==> config.mk <==
export PLATFORM = sky130hd
export DESIGN_NAME = fifo_stream_reader_flat
export DESIGN_NICKNAME = d
export VERILOG_FILES = /design/src/rtl/fifo_rd_pkg.sv /design/src/rtl/fifo_stream_reader_if.sv /design/src/rtl/fifo_rd_skid.sv /design/src/rtl/fifo_stream_reader.sv /design/src/flat_wrapper.sv
export SDC_FILE = /design/constraint.sdc
export NUM_CORES = 1
export LEC_CHECK = 0
export ABC_AREA = 1
export CAP_MARGIN = 20
export CORE_MARGIN = 1
export CORE_UTILIZATION = 45
export DETAILED_ROUTE_END_ITERATION = 8
export GPL_TIMING_DRIVEN = 0
export PLACE_DENSITY = 0.66
export SETUP_SLACK_MARGIN = 0.4
export SYNTH_ARGS = -nofsm -noshare
export SYNTH_HDL_FRONTEND = slang
export SYNTH_SLANG_ARGS = --single-unit
==> constraint.sdc <==
create_clock -name clk -period 4.42 [get_ports clk]
set_clock_uncertainty 0.2 [all_clocks]
set_input_delay 0.884 -clock clk [delete_from_list [all_inputs] [get_ports clk]]
set_output_delay 0.884 -clock clk [all_outputs]
set_load 0.02 [all_outputs]
==> src/rtl/fifo_rd_pkg.sv <==
`default_nettype none
// ============================================================================
// Module : fifo_rd_pkg
// Brief  : Shared types and constants for the FIFO read-side stream engine.
// Rev    : 1.0 - initial release
// ============================================================================
package fifo_rd_pkg;

    typedef enum logic [1:0] {
        IDLE  = 2'd0,
        RUN   = 2'd1,
        DRAIN = 2'd2
    } rd_state_e;

    localparam int OUT_BUF_DEPTH = 3;
    localparam int BUF_CNT_W     = $clog2(OUT_BUF_DEPTH + 1);
    // Buffered words plus the one possibly in flight must fit without overflow.
    localparam int CREDIT_W      = $clog2(OUT_BUF_DEPTH + 2);

    function automatic logic credit_ok(input logic [BUF_CNT_W-1:0] cnt,
                                       input logic                 inflight);
        logic [CREDIT_W-1:0] w_used;
        w_used = {{(CREDIT_W-BUF_CNT_W){1'b0}}, cnt}
               + {{(CREDIT_W-1){1'b0}}, inflight};
        return (w_used < CREDIT_W'(OUT_BUF_DEPTH));
    endfunction

endpackage
`default_nettype wire

==> src/rtl/fifo_stream_reader_if.sv <==
`default_nettype none
// ============================================================================
// Module : fifo_stream_reader_if
// Brief  : Valid/ready word stream between the read engine and its consumer.
// Rev    : 1.0 - initial release
// ============================================================================
interface fifo_stream_reader_if #(
    parameter int DATA_WIDTH = 16
) ();

    logic                  m_valid;
    logic                  m_ready;
    logic [DATA_WIDTH-1:0] m_data;

    modport master (
        output m_valid,
        output m_data,
        input  m_ready
    );

    modport slave (
        input  m_valid,
        input  m_data,
        output m_ready
    );

endinterface
`default_nettype wire

==> src/rtl/fifo_rd_skid.sv <==
`default_nettype none
// ============================================================================
// Module : fifo_rd_skid
// Brief  : Small in-order register buffer with push/pop and head output.
// Rev    : 1.0 - initial release
// ============================================================================
module fifo_rd_skid
    import fifo_rd_pkg::*;
#(
    parameter int DATA_WIDTH = 16
) (
    input  logic                  clk,
    input  logic                  rst_n,
    input  logic                  i_push,
    input  logic [DATA_WIDTH-1:0] i_data,
    input  logic                  i_pop,
    output logic [DATA_WIDTH-1:0] o_data,
    output logic [BUF_CNT_W-1:0]  o_count,
    output logic                  o_valid
);

    logic [DATA_WIDTH-1:0] r_mem [OUT_BUF_DEPTH];
    logic [BUF_CNT_W-1:0]  r_cnt;

    logic                  w_pop;
    logic                  w_push;
    logic [BUF_CNT_W-1:0]  w_wr_idx;

    assign w_pop    = i_pop && (r_cnt != '0);
    assign w_push   = i_push && ((r_cnt != BUF_CNT_W'(OUT_BUF_DEPTH)) || w_pop);
    // A pop shifts everything down one slot, so the tail slot moves with it.
    assign w_wr_idx = w_pop ? (r_cnt - BUF_CNT_W'(1)) : r_cnt;

    always_ff @(posedge clk or negedge rst_n) begin
        if (!rst_n) begin
            r_cnt <= '0;
            for (int i = 0; i < OUT_BUF_DEPTH; i++) begin
                r_mem[i] <= '0;
            end
        end else begin
            for (int i = 0; i < OUT_BUF_DEPTH; i++) begin
                if (w_push && (w_wr_idx == BUF_CNT_W'(i))) begin
                    r_mem[i] <= i_data;
                end else if (w_pop && (i < OUT_BUF_DEPTH - 1)) begin
                    r_mem[i] <= r_mem[(i + 1) % OUT_BUF_DEPTH];
                end
            end
            case ({w_push, w_pop})
                2'b10:   r_cnt <= r_cnt + BUF_CNT_W'(1);
                2'b01:   r_cnt <= r_cnt - BUF_CNT_W'(1);
                default: r_cnt <= r_cnt;
            endcase
        end
    end

    assign o_data  = r_mem[0];
    assign o_count = r_cnt;
    assign o_valid = (r_cnt != '0);

endmodule
`default_nettype wire

==> src/rtl/fifo_stream_reader.sv <==
`default_nettype none
// ============================================================================
// Module : fifo_stream_reader
// Brief  : Drains a synchronous FIFO onto a valid/ready stream at full rate.
// Rev    : 1.0 - initial release
// ============================================================================
module fifo_stream_reader
    import fifo_rd_pkg::*;
#(
    parameter int DATA_WIDTH = 16,
    parameter int CNT_WIDTH  = 16
) (
    input  logic                  clk,
    input  logic                  rst_n,
    input  logic                  enable,
    input  logic                  fifo_empty,
    input  logic                  fifo_underflow,
    input  logic [DATA_WIDTH-1:0] fifo_data_out,
    output logic                  fifo_rd_en,
    fifo_stream_reader_if.master  m_if,
    output logic                  busy,
    output logic [CNT_WIDTH-1:0]  words_out,
    output logic                  underflow_err
);

    rd_state_e             r_state;
    logic                  r_inflight;
    logic                  r_busy;
    logic [CNT_WIDTH-1:0]  r_words;
    logic                  r_uflow;

    logic                  w_rd_en;
    logic                  w_valid;
    logic                  w_handshake;
    logic [BUF_CNT_W-1:0]  w_buf_cnt;
    logic [DATA_WIDTH-1:0] w_head;

    // Read issue depends only on registered state and the empty flag, never on m_ready.
    assign w_rd_en     = (r_state == RUN) && !fifo_empty && credit_ok(w_buf_cnt, r_inflight);
    assign w_handshake = w_valid && m_if.m_ready;

    fifo_rd_skid #(
        .DATA_WIDTH (DATA_WIDTH)
    ) u_skid (
        .clk     (clk),
        .rst_n   (rst_n),
        .i_push  (r_inflight),
        .i_data  (fifo_data_out),
        .i_pop   (m_if.m_ready),
        .o_data  (w_head),
        .o_count (w_buf_cnt),
        .o_valid (w_valid)
    );

    always_ff @(posedge clk or negedge rst_n) begin
        if (!rst_n) begin
            r_state    <= IDLE;
            r_busy     <= 1'b0;
            r_inflight <= 1'b0;
            r_words    <= '0;
            r_uflow    <= 1'b0;
        end else begin
            r_inflight <= w_rd_en;
            if (w_handshake) begin
                r_words <= r_words + CNT_WIDTH'(1);
            end
            if (fifo_underflow && w_rd_en) begin
                r_uflow <= 1'b1;
            end
            case (r_state)
                IDLE: begin
                    if (enable) begin
                        r_state <= RUN;
                        r_busy  <= 1'b1;
                    end
                end
                RUN: begin
                    if (!enable) begin
                        r_state <= DRAIN;
                    end
                end
                DRAIN: begin
                    if (enable) begin
                        r_state <= RUN;
                    end else if (!r_inflight && (w_buf_cnt == '0)) begin
                        r_state <= IDLE;
                        r_busy  <= 1'b0;
                    end
                end
                default: begin
                    r_state <= IDLE;
                    r_busy  <= 1'b0;
                end
            endcase
        end
    end

    assign fifo_rd_en     = w_rd_en;
    assign m_if.m_valid   = w_valid;
    assign m_if.m_data    = w_head;
    assign busy           = r_busy;
    assign words_out      = r_words;
    assign underflow_err  = r_uflow;

endmodule
`default_nettype wire

==> src/flat_wrapper.sv <==
// flat-port wrapper written by rule: the top's interface ports become plain ports
module fifo_stream_reader_flat import fifo_rd_pkg::*;
#(
    parameter int DATA_WIDTH = 16,
    parameter int CNT_WIDTH  = 16
)
  (clk, rst_n, enable, fifo_empty, fifo_underflow, fifo_data_out, fifo_rd_en, busy, words_out, underflow_err, m_if_m_valid, m_if_m_data, m_if_m_ready);
  fifo_stream_reader_if #(.DATA_WIDTH(DATA_WIDTH)) m_if_i ();
  input  logic clk;
  input  logic rst_n;
  input  logic enable;
  input  logic fifo_empty;
  input  logic fifo_underflow;
  input  logic [DATA_WIDTH-1:0] fifo_data_out;
  output logic fifo_rd_en;
  output logic busy;
  output logic [CNT_WIDTH-1:0] words_out;
  output logic underflow_err;
  output wire logic [$bits(m_if_i.m_valid)-1:0] m_if_m_valid;
  output wire logic [$bits(m_if_i.m_data)-1:0] m_if_m_data;
  input wire logic [$bits(m_if_i.m_ready)-1:0] m_if_m_ready;
  assign m_if_m_valid = m_if_i.m_valid;
  assign m_if_m_data = m_if_i.m_data;
  assign m_if_i.m_ready = m_if_m_ready;
  fifo_stream_reader #(.DATA_WIDTH(DATA_WIDTH), .CNT_WIDTH(CNT_WIDTH)) u_core (.clk(clk), .rst_n(rst_n), .enable(enable), .fifo_empty(fifo_empty), .fifo_underflow(fifo_underflow), .fifo_data_out(fifo_data_out), .fifo_rd_en(fifo_rd_en), .m_if(m_if_i), .busy(busy), .words_out(words_out), .underflow_err(underflow_err));
endmodule
==> metrics.csv, run 1 <==
metric,value,unit
numCtsBuffers,9,
grt_pass1_wl,14.4,mm
syn_nets,501,
synth_top_cell_by_area,dfrtp_1,
path_clk_slew,0.08,ns
clock_sinks,71,
gp_congestion,0.854,
synth_top_area_share,46.4,%
slew_violations,0,
ys_warn_count,0,
die_h,94.2,um
route.met2.wl,3.76,mm
grt_max_degree,52,
post-route-min-period,3.47,ns
hold_class,input pin to asynchronous set/reset pin,
pwr-share-comb,44.9,%
fp-row-count,33,
route.final.wire_length,8.50,mm
wirelength_met1,4.31,mm
netlist_instances,474,
pwr-share-seq,36.4,%
ctsResizeCount,0,
antenna_found_initial,0,
multiInputGateArea,1570,um2
num_vias,3195,
endpoint_kind,output pin,
cts.htree.levels,3,
ys_seq_area_share,46.4,%
slew_headroom,64.5,%
finalInstanceArea,4750,um2
drt_iter0_markers,187,
ys_types,27,
place_hpwl,6.38,mm
wire_per_inst,13.0,um
vias_per_cell,4.90,
drc,0,
cp-endpoint,fifo_rd_en,
drt_first_pass_iters,4,
fin_cells,652,
ys_seq_elements,71,
critPathKind,register to output pin,
fill_cells,750,
r2r_setup_slack,2.26,ns
power.switching,1.13,mW
total_power,2.80,mW
clk-insertion-delay-late,0.35,ns
period_share,78.4,%
gr-total-overflow,0,
worst_pin_slew,0.533,ns
cts_tree,yes,
r2r_cells,11,
p_clk_share,18.7,%
start_kind,register,
p_per_area,590,nW/um2
post_cts.repair.setup_buffers,0,
crit_start,u_core.u_skid.o_count[0],
p_leak,2.33,nW
status,finished clean,
synthesis.area,3830,um2
dieArea,8880,um2
antenna_left,0,
areaGrowthSynthToFinish,24.1,%
final-setup-viol-count,0,
cp.arrival,2.38,ns
internal_power,1.68,mW
initial_utilization,46.6,%
die-width,94.2,um
drive_gt1_share,11.9,%
holdBufCountCts,0,
met3RoutedLength,295,um
ys_top_cells_by_area,"dfrtp_1 46%, nand3_1 14%, nand2_1 10%, inv_1 5.0%, nor2_1 4.2%",
clk_path_buf_depth,2,
avgSynthCellArea,8.07,um2
max_freq,0.289,GHz
max-cap-violations,0,
regArea,1780,um2
p_sw_share,40.1,%
top_layer,met4,
coreArea,8220,um2
rsz0062_at_grt,no,
cts_root_buffer,clkbuf_8,
postPlaceCellArea,4550,um2
n_antenna_cell,0,
first_global_vias,2936,
grt.total_usage,21.0,%
num_io_pins,58,
reg2reg_to,u_core.u_skid.o_data[7],
numPortBuffers,57,
dpl.cell_count,637,
required,3.34,ns
final_util,57.8,%
peakVddDrop,0.195,mV
cp_max_fo,6,
worstReg2RegStart,u_core.u_skid.o_count[0],
final_nets,570,
hold_viol,0,
per-stage QoR:
step	TNS, ns	worst slack [ns]	hold slack [ns]
final	0	0.954	0.205
after global routing	0	0.790	0.221
after CTS	0	0.909	0.209
after detailed placement	0	0.942	0.246
after global placement	-16.88	-0.243	0.237
after floorplan	0	1.70	0.237
Yosys cell counts (all sizes together):
cell,n
buf,36
clkbuf,2
xor2,7
nor2,46
inv,54
nand4,19
dfrtp,71
nor3,3
or2,1
o21ai,7
xnor2,3
a21oi,2
a21o,1
nand2,108
ha,5
nor3b,1
o31ai,1
nand3,107
cell usage in the layout, fill, tap and decap left out:
cell / synthesis / layout
nand3_1: 105 / 105
nand2_1: 102 / 102
dfrtp_1: 71 / 71
clkdlybuf4s50_1: 0 / 56
inv_1: 51 / 51
nor2_1: 43 / 43
nand4_1: 19 / 19
buf_4: 18 / 19
clkbuf_8: 0 / 11
buf_2: 8 / 8
buf_6: 7 / 7
o21ai_0: 7 / 7
xor2_1: 7 / 7
nand2_4: 6 / 6
ha_1: 5 / 5
buf_1: 3 / 3
nor3_1: 3 / 3
xnor2_1: 3 / 3
clkinv_2: 0 / 3
inv_2: 2 / 2
a21oi_1: 2 / 2
nor2_4: 2 / 2
nand3_4: 2 / 2
clkbuf_1: 2 / 2
or2_2: 1 / 1
nor3b_1: 1 / 1
inv_4: 1 / 1
nor2_8: 1 / 1
a21o_1: 1 / 1
o31ai_1: 1 / 1
bufinv_16: 0 / 1
buf_16: 0 / 1
logic make-up (layout without fill, tap and decap cells):
| group | count (synthesis) | after routing | share of synthesized area [%] |
|---|---|---|---|
| fa+ha+maj | 5 | 5 | 1.63 |
| buf+inv | 92 | 165 | 12.5 |
| simple gates | 285 | 285 | 35.6 |
| flops | 71 | 71 | 46.4 |
| compound gates | 11 | 11 | 1.57 |
| xor+xnor | 10 | 10 | 2.29 |
worst min-delay path by stage:
stage / from / to / slack [ns] / depth (start not counted)
final: rst_n / u_core.words_out[14] / 0.20 / 1
after global routing: rst_n / u_core.words_out[14] / 0.22 / 1
after CTS: rst_n / u_core.words_out[14] / 0.21 / 1
after detailed placement: u_core.underflow_err / u_core.underflow_err / 0.25 / 1
after global placement: u_core.underflow_err / u_core.underflow_err / 0.24 / 1
after floorplan: u_core.r_state[0] / u_core.r_state[0] / 0.24 / 1
worst max-delay path, stage by stage (launching register included):
cell	delay, ns
dfrtp_1	0.44
ha_1	0.23
ha_1	0.26
a21oi_1	0.13
nor3b_1	0.31
clkdlybuf4s50_1	0.67
power by group through the flow:
| stage | clock network [mW] | logic, mW | registers [mW] |
|---|---|---|---|
| floorplan | 0 | 0.845 | 1.04 |
| global placement | 0 | 1.24 | 1.02 |
| detailed placement | 0 | 1.26 | 1.03 |
| CTS | 0.539 | 1.27 | 1.02 |
| global route | 0.565 | 1.40 | 1.05 |
| finish | 0.526 | 1.26 | 1.02 |
metal layers:
metal | vias to the layer above | global-route usage (%)
met5 | - | 0
met4 | 0 | 7.95
met3 | 11 | 2.83
met2 | 65 | 30.8
met1 | 1461 | 31.2
li1 | 1658 | -
flip-flops by register name, indices dropped and copies added, names as in the netlist:
register and cells:
u_core.u_skid.r_mem 32, u_core.u_skid.o_data 16, u_core.words_out 16, u_core.r_state 2, u_core.u_skid.o_count 2, u_core.busy 1
u_core.r_inflight 1, u_core.underflow_err 1
final cells by class:
cell class / count / area share (%)
plain buffers: 38 / 5.74
clock buffers: 11 / 3.19
inverters: 54 / 4.32
repair buffers: 58 / 12.5
well taps: 105 / 2.77
clock inverters: 4 / 0.948
flip-flops and latches: 71 / 37.4
multi-input cells: 311 / 33.1
Note: power is estimated with default switching activity, not from simulation.
==> inputs of run 2 (changes only) <==
==> constraint.sdc (replaced) <==
create_clock -name clk -period 3.5 [get_ports clk]
set_clock_uncertainty 0.2 [all_clocks]
set_input_delay 0.7 -clock clk [delete_from_list [all_inputs] [get_ports clk]]
set_output_delay 0.7 -clock clk [all_outputs]
set_load 0.02 [all_outputs]
==> run 2 against run 1 <==
  * Via count hardly changed
  * Final area hardly changed
  * Clock power rose by 26%
  * Combinational power increased by 26%
  * Flip-flop and latch count did not move
  * Largest cell class unchanged
  * First-iteration DRC count grew 0.53%
  * Sequential power is 26% higher
  * Utilization is essentially flat
  * Critical path depth unchanged
  * Routed wire length barely moved
  * Worst hold slack got worse by 0.18 ns
  * Register-to-register slack worse by 0.92 ns
==> metrics.csv, run 2 (synthesis results as in run 1) <==
metric,value,unit,change
status,finished clean,,
slew_violations,0,,unchanged
period_share,82.0,%,
place_hpwl,6.38,mm,unchanged
holdBufCountCts,0,,unchanged
drt_iter0_markers,188,,+0.53%
gr-total-overflow,0,,unchanged
path_clk_slew,0.08,ns,about the same
fp-row-count,33,,unchanged
critPathKind,register to output pin,,
numPortBuffers,57,,unchanged
fill_cells,750,,unchanged
die-width,94.2,um,unchanged
regArea,1780,um2,unchanged
antenna_found_initial,0,,unchanged
cts_root_buffer,clkbuf_8,,
num_io_pins,58,,unchanged
n_antenna_cell,0,,unchanged
worst_hold_slack,0.0203,ns,-0.184 ns
timing.final.ws_setup,0.629,ns,-0.325 ns
drt_first_pass_iters,4,,unchanged
final_cell_mix,"105 x nand3_1, 102 x nand2_1, 71 x dfrtp_1, 55 x clkdlybuf4s50_1, 51 x inv_1",,
vias_per_cell,4.90,,about the same
hold_class,input pin to asynchronous set/reset pin,,
grt_pass1_wl,14.4,mm,unchanged
worst_pin_slew,0.536,ns,+0.00339 ns
post_cts.repair.setup_buffers,0,,unchanged
final_util,57.9,%,about the same
multiInputGateArea,1580,um2,+0.32%
drive_gt1_share,12.1,%,+0.18 points
cts.htree.levels,3,,unchanged
largest_register_ff_count,32,,unchanged
endpoint_kind,output pin,,
final_nets,570,,unchanged
clk_path_buf_depth,2,,unchanged
gp_congestion,0.854,,unchanged
slew_headroom,64.3,%,-0.23 points
p_leak,2.33,nW,+0.26%
first_global_vias,2936,,unchanged
cp_max_fo,6,,unchanged
die_h,94.2,um,unchanged
initial_utilization,46.6,%,unchanged
antenna_left,0,,unchanged
dieArea,8880,um2,unchanged
rsz0062_at_grt,no,,
final_common_cell,nand3_1,,
p_per_area,745,nW/um2,+26%
place_ws,0.390,ns,-0.552 ns
clk-insertion-delay-late,0.35,ns,about the same
r2r_setup_slack,1.34,ns,-0.92 ns
drc,0,,unchanged
areaGrowthSynthToFinish,24.2,%,about the same
post-route-min-period,2.87,ns,
cp.arrival,1.97,ns,-0.41 ns
grt.total_usage,21.0,%,unchanged
hold_viol,0,,unchanged
max-cap-violations,0,,unchanged
clock_sinks,71,,unchanged
final-setup-viol-count,0,,unchanged
wire_per_inst,13.0,um,about the same
coreArea,8220,um2,unchanged
required,2.60,ns,-0.74 ns
num_vias,3197,,+0.063%
route.final.wire_length,8.50,mm,about the same
numCtsBuffers,9,,unchanged
top_register,u_core.u_skid.r_mem,,
max_freq,0.348,GHz,
grt_max_degree,52,,unchanged
total_power,3.54,mW,+26%
cts_tree,yes,,
start_kind,register,,
peakVddDrop,0.246,mV,+26%
-- run 2: area by class of cell --
class | instances | area share (%)
tap | 105 | 2.76
clock inverter | 4 | 0.947
sequential | 71 | 37.4
inverter | 54 | 4.32
multi-input combinational | 311 | 33.2
timing repair buffer | 58 | 12.5
clock buffer | 11 | 3.18
buffer | 38 | 5.74
-- run 2: power breakdown --
| group | internal (mW) | switching [mW] | total, mW | leakage, nW |
|---|---|---|---|---|
| clock network | 0.361 | 0.304 | 0.664 | 0.105 |
| logic | 0.657 | 0.933 | 1.59 | 1.32 |
| registers | 1.10 | 0.185 | 1.29 | 0.907 |
-- run 2: final timing paths --
kind / start / to / cells past startpoint
setup reg to reg: u_core.u_skid.o_count[0] / u_core.u_skid.o_data[7] / 11
setup / recovery: u_core.u_skid.o_count[0] / fifo_rd_en / 5
min in group clk: u_core.underflow_err / u_core.underflow_err / 1
hold / removal: rst_n / u_core.words_out[14] / 1
max in group asynchronous: rst_n / u_core.u_skid.r_mem[27] / 2
hold reg to reg: u_core.underflow_err / u_core.underflow_err / 1
-- run 2: worst max-delay path, stage by stage, from the launching register on --
cell and delay (ns):
dfrtp_1 0.44, ha_1 0.23, ha_1 0.26, a21oi_1 0.12
nor3b_2 0.22, dlygate4sd2_1 0.36
-- run 2: routing by layer --
metal / GRT usage [%] / wire (um)
met1: 31.2 / 4340
met2: 30.8 / 3740
met3: 2.83 / 280
met4: 7.95 / 132
met5: 0 / 0
-- run 2: repair_timing --
item / 4_1_cts / 5_1_grt
endpoints found under the hold margin: 0 / 0
resized for setup: 1 / 1
endpoints found under the setup margin: 1 / 1
-- run 2: metrics by stage --
stage,instance area [um2],setup TNS (ns),instances
3_5_place_dp,4550,0,637
6_report,4750,0,652
3_3_place_gp,4530,-69.13,636
4_1_cts,4750,0,652
2_1_floorplan,3830,0,474
5_1_grt,4750,0,652
==> inputs of run 3 (changes only) <==
==> constraint.sdc (replaced) <==
create_clock -name clk -period 3 [get_ports clk]
set_clock_uncertainty 0.2 [all_clocks]
set_input_delay 0.6 -clock clk [delete_from_list [all_inputs] [get_ports clk]]
set_output_delay 0.6 -clock clk [all_outputs]
set_load 0.02 [all_outputs]
==> run 3 against run 2 <==
  * Flip-flop and latch count did not move
  * Utilization rose by 0.59 points
  * Count of clock-buffer cells in the layout did not move
  * Non-clock buffer count rose by 4
  * Routed wire length rose by 2.0%
  * Die area did not move
  * Register-to-register slack got worse by 0.47 ns
  * Combinational power rose by 19%
  * Largest cell class unchanged
  * Clock power rose by 17%
  * Setup slack got worse by 0.18 ns
==> metrics.csv, run 3 (synthesis results as in run 1) <==
metric,value,unit,change
num_vias,3209,,+0.38%
crit_start,u_core.u_skid.o_count[0],,
max-cap-violations,0,,unchanged
cp_slowest_cell,dfrtp_2,,
drt_iter0_markers,206,,+9.6%
cp_top_family,adder cells,,
coreArea,8220,um2,unchanged
gr-total-overflow,0,,unchanged
post-route-min-period,2.55,ns,
r2r_cells,8,,-3
place_hpwl,6.38,mm,unchanged
p_leak,2.35,nW,+0.58%
max_freq,0.392,GHz,
numPortBuffers,57,,unchanged
clock_sinks,71,,unchanged
p_per_area,869,nW/um2,+17%
final_nets,574,,+0.70%
hold_viol,0,,unchanged
r2r_setup_slack,0.87,ns,-0.47 ns
status,finished clean,,
rsz0062_at_grt,no,,
cts.htree.levels,3,,unchanged
cp.arrival,1.75,ns,-0.22 ns
drc,0,,unchanged
peakVddDrop,0.288,mV,+17%
grt_pass1_wl,14.4,mm,about the same
whs_path_depth,1,,
num_io_pins,58,,unchanged
fill_cells,743,,-0.93%
cp_max_fo,5,,-1
top_register,u_core.u_skid.r_mem,,
antenna_left,0,,unchanged
cp_cell_sequence,"ha_2, ha_1, a21oi_2, nor3b_4, buf_6",,
hold_class,register to register,,
critical_path_buf_inv_count,1,,unchanged
dieArea,8880,um2,unchanged
critPathKind,register to output pin,,
wire_per_inst,13.2,um,+1.4%
cts_tree,yes,,
dpl.cell_count,637,,unchanged
antenna_found_initial,0,,unchanged
drt_first_pass_iters,4,,unchanged
drive_gt1_share,13.4,%,+1.4 points
grt.total_usage,21.0,%,about the same
final-setup-viol-count,0,,unchanged
n_antenna_cell,0,,unchanged
max_stage_delay,0.44,ns,about the same
timing.final.ws_setup,0.450,ns,-0.180 ns
clk-insertion-delay-late,0.35,ns,about the same
die_h,94.2,um,unchanged
worst_pin_slew,0.523,ns,-0.0131 ns
grt_max_degree,52,,unchanged
place_ws,0.0901,ns,-0.300 ns
initial_utilization,46.6,%,unchanged
worstReg2RegStart,u_core.u_skid.o_count[0],,
fin_cells,656,,+0.61%
final_cell_mix,"105 x nand3_1, 102 x nand2_1, 69 x dfrtp_1, 54 x clkdlybuf4s50_1, 51 x inv_1",,
min_delay_worst_endpoint,u_core.underflow_err,,
slew_headroom,65.1,%,+0.87 points
gp_congestion,0.854,,unchanged
areaGrowthSynthToFinish,25.5,%,
fp-row-count,33,,unchanged
first_global_vias,2938,,+0.068%
start_kind,register,,
route.final.wire_length,8.67,mm,+2.0%
period_share,85.0,%,
cts_root_buffer,clkbuf_8,,
reg2reg_to,u_core.u_skid.o_data[9],,
clk_path_buf_depth,2,,unchanged
vias_per_cell,4.89,,-0.24%
total_power,4.18,mW,+18%
endpoint_kind,output pin,,
final_common_cell,nand3_1,,
die-width,94.2,um,unchanged
path_clk_slew,0.07,ns,about the same
numCtsBuffers,9,,unchanged
required,2.20,ns,-0.40 ns
slew_violations,0,,unchanged
largest_register_ff_count,32,,unchanged
worstHoldStart,u_core.underflow_err,,
[run 3: worst max-delay path by stage]
| stage | endpoint | slack, ns | cells past startpoint |
|---|---|---|---|
| 3_5_place_dp | fifo_rd_en | 0.09 | 4 |
| 3_3_place_gp | u_core.u_skid.r_mem[10] | -1.38 | 1 |
| 5_1_grt | fifo_rd_en | 0.39 | 5 |
| 4_1_cts | fifo_rd_en | 0.35 | 5 |
| 2_1_floorplan | fifo_rd_en | 0.56 | 4 |
| 6_report | fifo_rd_en | 0.45 | 5 |
[run 3: per-layer routing]
metal  track usage (%)  wire (um)
met1              31.3       4390
met2              30.8       3860
met3              2.83        284
met4              7.95        138
met5                 0          0
[run 3: per-stage QoR]
stage | util (%) | instance area (um2) | hold slack [ns] | setup TNS (ns)
4_1_cts | 57.9 | 4760 | 0.264 | 0
3_3_place_gp | 55.1 | 4530 | 0.237 | -97.53
3_5_place_dp | 55.4 | 4550 | 0.246 | 0
5_1_grt | 58.5 | 4800 | 0.291 | 0
2_1_floorplan | - | 3830 | 0.104 | 0
6_report | 58.5 | 4800 | 0.256 | 0
[run 3: final cells by class]
type                    count  area (um2)  share of cell area, %
repair buffers             62         628                   13.1
flip-flops and latches     71        1780                   37.0
well taps                 105         131                   2.74
clock buffers              11         151                   3.15
inverters                  54         205                   4.27
clock inverters             4        45.0                  0.938
plain buffers              38         273                   5.68
multi-input cells         311        1590                   33.1
[run 3: power by group]
group	internal (mW)	leakage, nW	switching [mW]
sequential	1.29	0.905	0.214
combinational	0.788	1.34	1.11
clock	0.421	0.105	0.359
total	2.50	2.35	1.68
[run 3: what timing repair did]
item / in CTS / in global routing
pin swaps: 0 / 1
gates resized for setup: 6 / 7
setup endpoints to repair: 2 / 1
hold buffers: 1 / 0
endpoints found under the hold margin: 20 / 0
buffers inserted: 0 / 3
